## config.mk

```make
export PLATFORM = sky130hd
export DESIGN_NAME = fetch_unit
export DESIGN_NICKNAME = d
export VERILOG_FILES = /design/src/rtl/fetch_unit_pkg.sv /design/src/rtl/fetch_unit_sat_counter.sv /design/src/rtl/fetch_unit.sv
export SDC_FILE = /design/constraint.sdc
export NUM_CORES = 1
export LEC_CHECK = 0
export ABC_CLOCK_PERIOD_IN_PS = 2750
export CORE_UTILIZATION = 50
export DETAILED_ROUTE_END_ITERATION = 16
export DONT_BUFFER_PORTS = 1
export GPL_ROUTABILITY_DRIVEN = 0
export PLACE_DENSITY = 0.74
export SETUP_SLACK_MARGIN = 0.4
export SYNTH_ARGS = -nofsm -noshare
export SYNTH_HDL_FRONTEND = slang
export SYNTH_SLANG_ARGS = --single-unit
```

## constraint.sdc

```tcl
create_clock -name Clk -period 2.75 [get_ports Clk]
set_clock_uncertainty 0.1 [all_clocks]
set_input_delay 0.55 -clock Clk [delete_from_list [all_inputs] [get_ports Clk]]
set_output_delay 0.55 -clock Clk [all_outputs]
set_load 0.005 [all_outputs]
```

## src/rtl/fetch_unit_pkg.sv

```systemverilog
// Shared definitions for the fetch sequencer, instruction ROM and jump LUT.
package Definitions;

    localparam int PC_W = 10;

    typedef enum logic [1:0] {
        IDLE = 2'd0,
        ARM  = 2'd1,
        RUN  = 2'd2,
        HALT = 2'd3
    } fetch_state_t;

endpackage

```

## src/rtl/fetch_unit_sat_counter.sv

```systemverilog
// Saturating up-counter with synchronous clear; clear wins over enable.
module sat_counter #(
    parameter int W = 16
) (
    input  logic         clk,
    input  logic         rst_b,
    input  logic         clr,
    input  logic         en,
    output logic [W-1:0] count
);

    always_ff @(posedge clk) begin
        if (!rst_b) begin
            count <= '0;
        end else if (clr) begin
            count <= '0;
        end else if (en && !(&count)) begin
            count <= count + 1'b1;
        end
    end

endmodule

```

## src/rtl/fetch_unit.sv

```systemverilog
// Program counter and fetch sequencer: start/done handshake, next-PC mux, cycle counter.
//   state | meaning
//   IDLE  | after reset, waiting for Start
//   ARM   | Start high: PC tracks StartAddr, counter and Overrun cleared
//   RUN   | executing the ROM word at ProgCtr
//   HALT  | halt decoded, PC and counter frozen until the next Start
module fetch_unit #(
    parameter int PC_W  = Definitions::PC_W,
    parameter int CNT_W = 16
) (
    input  logic             Clk,
    input  logic             Reset,
    input  logic             Start,
    input  logic [PC_W-1:0]  StartAddr,
    input  logic             Jump,
    input  logic             BranchEn,
    input  logic             Ack,
    input  logic [PC_W-1:0]  Target,
    output logic [PC_W-1:0]  ProgCtr,
    output logic             InstrValid,
    output logic             Done,
    output logic             Overrun,
    output logic [CNT_W-1:0] CycleCount
);

    import Definitions::*;

    fetch_state_t    state;
    fetch_state_t    state_next;
    logic [PC_W-1:0] pc_next;
    logic            overrun_next;
    logic            cnt_clr;
    logic            cnt_en;

    always_ff @(posedge Clk) begin
        if (!Reset) begin
            state   <= IDLE;
            ProgCtr <= '0;
            Overrun <= 1'b0;
        end else begin
            state   <= state_next;
            ProgCtr <= pc_next;
            Overrun <= overrun_next;
        end
    end

    // Start in RUN outranks Ack, so an abort never lands in HALT.
    always_comb begin
        state_next   = state;
        pc_next      = ProgCtr;
        overrun_next = Overrun;
        cnt_clr      = 1'b0;
        cnt_en       = 1'b0;
        case (state)
            IDLE: begin
                if (Start) state_next = ARM;
            end
            ARM: begin
                pc_next      = StartAddr;
                overrun_next = 1'b0;
                cnt_clr      = 1'b1;
                if (!Start) state_next = RUN;
            end
            RUN: begin
                if (Start) begin
                    state_next = ARM;
                    cnt_clr    = 1'b1;
                end else begin
                    cnt_en = 1'b1;
                    if (Ack) begin
                        state_next = HALT;
                    end else if (BranchEn || Jump) begin
                        pc_next = Target;
                    end else begin
                        pc_next = ProgCtr + 1'b1;
                        if (&ProgCtr) overrun_next = 1'b1;
                    end
                end
            end
            HALT: begin
                if (Start) state_next = ARM;
            end
            default: state_next = IDLE;
        endcase
    end

    assign InstrValid = (state == RUN);
    assign Done       = (state == HALT);

    sat_counter #(.W(CNT_W)) u_cycle_cnt (
        .clk   (Clk),
        .rst_b (Reset),
        .clr   (cnt_clr),
        .en    (cnt_en),
        .count (CycleCount)
    );

endmodule

```

# --- Word level (Yosys, flattened, before mapping) ---
# Index checks and enable logic that the tools add are counted.
totals:
  out_inout_bits: 29
  elab_cells: 47
  regBits: 29
  input_bits: 26
op_classes:
  muxes: 18
  eq_ne: 10
  addsub: 2
  bitwise_logic: 1
  n_reduce_logical: 12
ops:
  columns: ["operator", "count"]
  rows:
  - ["$mux W10", 3]
  - ["$pmux W10 S2", 1]
  - ["$add A16 B1 Y16 const B", 1]
  - ["$reduce_and A16 Y1", 1]
  - ["$add A10 B1 Y10 const B", 1]
  - ["$reduce_and A10 Y1", 1]
  - ["$mux W2", 4]
  - ["$ne A2 B2 Y1 const B", 4]
  - ["$mux W1", 7]
  - ["$pmux W2 S3", 1]
  - ["$reduce_and A3 Y1", 2]
  - ["$reduce_and A5 Y1", 1]
  - ["$eq A2 B2 Y1 const B", 2]
  - ["$ne A2 B1 Y1 const B", 2]
  - ["$pmux W1 S2", 2]
  - ["$reduce_or A2 Y1", 2]
  - ["$ne A3 B3 Y1 const B", 1]
  - ["$eq A2 B1 Y1 const B", 1]
  - ["$logic_not A2 Y1", 1]
  - ["$reduce_bool A2 Y1", 1]
  - ["$logic_and A1 B1 Y1", 1]
  - ["$logic_not A1 Y1", 1]
  - ["$logic_or A1 B1 Y1", 1]
  - ["$not A1 Y1", 1]

# --- Depth between registers and ports, before layout ---
logic_depth:
  word_depth: 6
  depth_mapped: 7
  depth_no_buf: 7

# --- Cells and area by module ---
# Synthesis repeated with hierarchy kept, for this count alone.
unflattened:
  cells_unflattened: 213
  hier_area_um2: 1794.2
modules_own_cells:
  columns: ["module", "cells_per_inst", "instances", "seq_area_each_um2", "area_each_um2"]
  rows:
  - ["fetch_unit", 117, 1, 260.2, 939.7]
  - ["sat_counter", 96, 1, 320.3, 854.6]

# --- Least setup slack after synthesis ---
# Ideal clock, no wire load.
synth_path:
  path_kind: "register to register"
  start: "register state[0]"
  end: "register u_cycle_cnt.count[12]"
  setup_time_ns: 0.132
  period_less_slack_ns: 1.997
  arrival_time_ns: 1.765
  path_stages_with_launch: 8
  t_required_ns: 2.518
  slack_ns: 0.753
  path_buffers: 0
  cell_sequence: "dfxtp_1 -> inv_1 -> ha_1 -> or2b_1 -> or4_4 -> nor4b_2 -> xnor2_1 -> nor2_1"
synth_via:
  elab_chain_cells: 3
  elab_cells_between_ends: 6
  cone_classes: "eq/ne (2); mux (2); reduce/logical (2)"
synth_lines:
  columns: ["element", "line_no", "text"]
  rows:
  - ["from (decl)", "fetch_unit.sv:28", "fetch_state_t state;"]
  - ["from (signal assigned)", "fetch_unit.sv:41", "state <= state_next;"]
  - ["$eq A2 B2 Y1 *", null, null]
  - ["named net InstrValid", "fetch_unit.sv:20", "output logic InstrValid,"]
  - ["$pmux W1 S2 / $mux W1 (equally long branches)", "fetch_unit.sv:54", "case (state)"]
  - ["$reduce_or A2 Y1 (no source line) / $logic_and A1 B1 Y1 (equally long branches)", null, null]
  - ["to (signal assigned)", "fetch_unit_sat_counter.sv:18", "count <= count + 1'b1;"]
  - ["to (decl)", "fetch_unit_sat_counter.sv:9", "output logic [W-1:0] count"]
# The timed path passes the listed nets; every way through them passes the cells marked *.
# A chain may end at the register's enable or synchronous reset.

# --- Worst setup path in the final report ---
# Ends and elaborated chain as after synthesis.

==> results.sh <==
export IMPL_synthCells=199
export IMPL_grt_pass1_wl_um=6150
export IMPL_slew_violations=0
export IMPL_max_cap_viol_count=0
export IMPL_ys_flop_type="dfxtp_1"
export IMPL_worstHoldPathCells=1
export IMPL_grt_use_met1=0.272
export IMPL_worstSkewPairLatency_ns=0.34
export IMPL_dieHeight_um=59.6
export IMPL_vias_per_cell=5.93
export IMPL_hold_start="Reset"
export IMPL_hold_end="ProgCtr[7]"
export IMPL_use_met3=0.0633
export IMPL_drt_iter0_drc=46
export IMPL_outcome="finished clean"
export IMPL_dr_pass1_iters=4
export IMPL_critical_path_class="register to register"
export IMPL_powerDensity_mw_per_mm2=672
export IMPL_synth_seq_cells=29
export IMPL_cts_root_buf="clkbuf_4"
export IMPL_fin_crit_ns=2.12
export IMPL_arrival_ns=2.25
export IMPL_ios=55
export IMPL_slew_headroom=0.649
export IMPL_path_max_fanout=6
export IMPL_core_area_mm2=0.00310
export IMPL_antenna_found_initial=0
export IMPL_peakVddDrop_v=0.000414
export IMPL_ys_top_cells_by_area="dfxtp_1 (35%), xnor2_1 (9.5%), nor2_1 (5.7%), a21oi_1 (3.9%), ha_1 (3.8%)"
export IMPL_final_cell_area_mm2=0.00179
export IMPL_path_buf_inv=1
export IMPL_detail_route_wl_per_cell_um=15.4
export IMPL_drtAntennaViolNets=0
export IMPL_hold_slack_ns=0.232
export IMPL_setup_tns_ns=0
export IMPL_utilization=0.578
export IMPL_dpl_hpwl_um=2880
export IMPL_cts_clk_slew_worst_paths_ns=0.09
export IMPL_synth_seq_area_share=0.350
export IMPL_syn_nets=230
export IMPL_drc_errors=0
export IMPL_routed_wl_um=3850
export IMPL_setup_violations=0
export IMPL_synth_edf_count=0
export IMPL_rsz0062_at_grt="no"
export IMPL_r2r_end="u_cycle_cnt.count[12]"
export IMPL_place_area_mm2=0.00172
export IMPL_grt_usage=0.230
export IMPL_met2_usage=0.379
export IMPL_p_leak_nw=0.618
export IMPL_critical_path_slowest_cell="or4_4"
export IMPL_die_w_um=59.6
export IMPL_busiest_layer="met2"
export IMPL_initial_core_util=0.535
export IMPL_hold_class="input port to register"
export IMPL_fmax_mhz=471
export IMPL_ctsResizeCount=0
export IMPL_grt_overflow=0
export IMPL_yosysWarnings=0
export IMPL_dieArea_mm2=0.00355
export IMPL_r2r_start="state[0]"
export IMPL_critical_path_depth=7
export IMPL_placed_cells=242
export IMPL_yosysTopAreaCell="dfxtp_1"
export IMPL_layout_cells_non_filler=250
export IMPL_tightest_slew_ns=0.523
export IMPL_synth_area_mm2=0.00166
export IMPL_synth_most_common_cell="dfxtp_1"
export IMPL_slowest_delay_ns=0.48
export IMPL_synthArstFlopShare=0
export IMPL_htreeDepth=2
export IMPL_rr_worst_depth=7
export IMPL_cp_end_kind="register"
export IMPL_post_cts_setup_buffers=0
export IMPL_synth_common_cells="dfxtp_1 (29), nor2_1 (25), xnor2_1 (18)"
export IMPL_fin_crit_sh=0.772
export IMPL_cts_buffers=5
export IMPL_synth_top_area_share=0.350
export IMPL_vias=1483
export IMPL_grt_pass1_vias=1422
export IMPL_drive_gt1_frac=0.0971
export IMPL_required_ns=2.88
export IMPL_fillers=297
export IMPL_critPathTopFamily="simple AND/OR/NAND/NOR gates"
export IMPL_fp_row_count=20
export IMPL_hold_viol=0
export IMPL_cts_buffer_depth=2
export IMPL_antenna_cells=0
export IMPL_grt_max_degree=17
export IMPL_portBuffers=0
export IMPL_holdBufCountCts=0
export IMPL_syn_mean_instance_area_um2=8.34
export IMPL_cts_tree="built"
export IMPL_area_growth_pct=8.14
export IMPL_ys_types=39
export IMPL_path_cells="inv_1 > ha_1 > or2b_1 > or4_4 > nor4b_2 > xnor2_1 > nor2_1"
export IMPL_cp_start_kind="register"
export IMPL_clock_sinks=29
export IMPL_nNetsFinal=236
export IMPL_rrSetupSlack_ns=0.63
report_power, final:
part	switching [mW]	leakage (nW)	total (mW)	internal (mW)
clock network	0.153	0.0413	0.301	0.148
registers	0.0902	0.235	0.566	0.476
logic	0.193	0.341	0.338	0.145
total	0.437	0.618	1.21	0.769
layout make-up:
| type | count | area (um^2) | share of cell area |
|---|---|---|---|
| clock buffers | 7 | 65.1 | 0.0363 |
| clock inverters | 1 | 5.00 | 0.00279 |
| inverters | 8 | 30.0 | 0.0167 |
| multi-input cells | 157 | 1030 | 0.573 |
| flip-flops and latches | 29 | 581 | 0.324 |
| well taps | 44 | 55.1 | 0.0307 |
| repair buffers | 4 | 30.0 | 0.0167 |
layout by cell type, fill, tap and decap left out, drive strengths merged, types with 5 or more instances in the layout:
| cell | count |
|---|---|
| ha | 5 |
| o22ai | 5 |
| nor2 | 25 |
| dfxtp | 29 |
| a21oi | 13 |
| o21ai | 12 |
| clkbuf | 7 |
| nand2 | 15 |
| nand4 | 8 |
| nor4 | 6 |
| nand3 | 6 |
| inv | 7 |
| xnor2 | 18 |
| nor3 | 7 |
| a22oi | 5 |
logic make-up (layout without fill, tap and decap cells):
family	Yosys count	count (layout)	share of synthesized area
mux	4	4	0.0241
flops	29	29	0.350
buf+inv	13	20	0.0302
simple gates	80	80	0.273
fa+ha+maj	5	5	0.0377
xor+xnor	22	22	0.116
compound gates	46	46	0.169
state kept, by name, summed over array words and instances, names as in the netlist:
register           cells
u_cycle_cnt.count     16
state                  2
Overrun                1
ProgCtr               10
worst max-delay path by stage:
stage / from / to / slack (ns)
final: state[0] / u_cycle_cnt.count[12] / 0.63
after global routing: state[0] / u_cycle_cnt.count[13] / 0.49
after CTS: state[0] / u_cycle_cnt.count[15] / 0.62
after detailed placement: state[0] / u_cycle_cnt.count[15] / 0.63
after global placement: state[0] / u_cycle_cnt.count[13] / 0.70
after floorplan: state[0] / u_cycle_cnt.count[12] / 0.75
routing by layer:
layer | up-vias | routed length, um
met2 | 49 | 1890
met5 | - | 0
met1 | 697 | 1610
li1 | 725 | -
met3 | 12 | 259
met4 | 0 | 91
through the flow:
| stage | setup WS [ns] | power [mW] |
|---|---|---|
| final | 0.627 | 1.21 |
| after global routing | 0.493 | 1.28 |
| after CTS | 0.617 | 1.20 |
| after detailed placement | 0.630 | 0.907 |
| after global placement | 0.697 | 0.878 |
| after floorplan | 0.753 | 0.811 |
worst register-to-register path, stage by stage, from the launching register on:
cell	delay (ns)
dfxtp_1	0.36
inv_1	0.07
ha_1	0.26
or2b_1	0.31
or4_4	0.48
nor4b_2	0.26
xnor2_1	0.15
nor2_1	0.05
(Power assumes the default switching activity.)
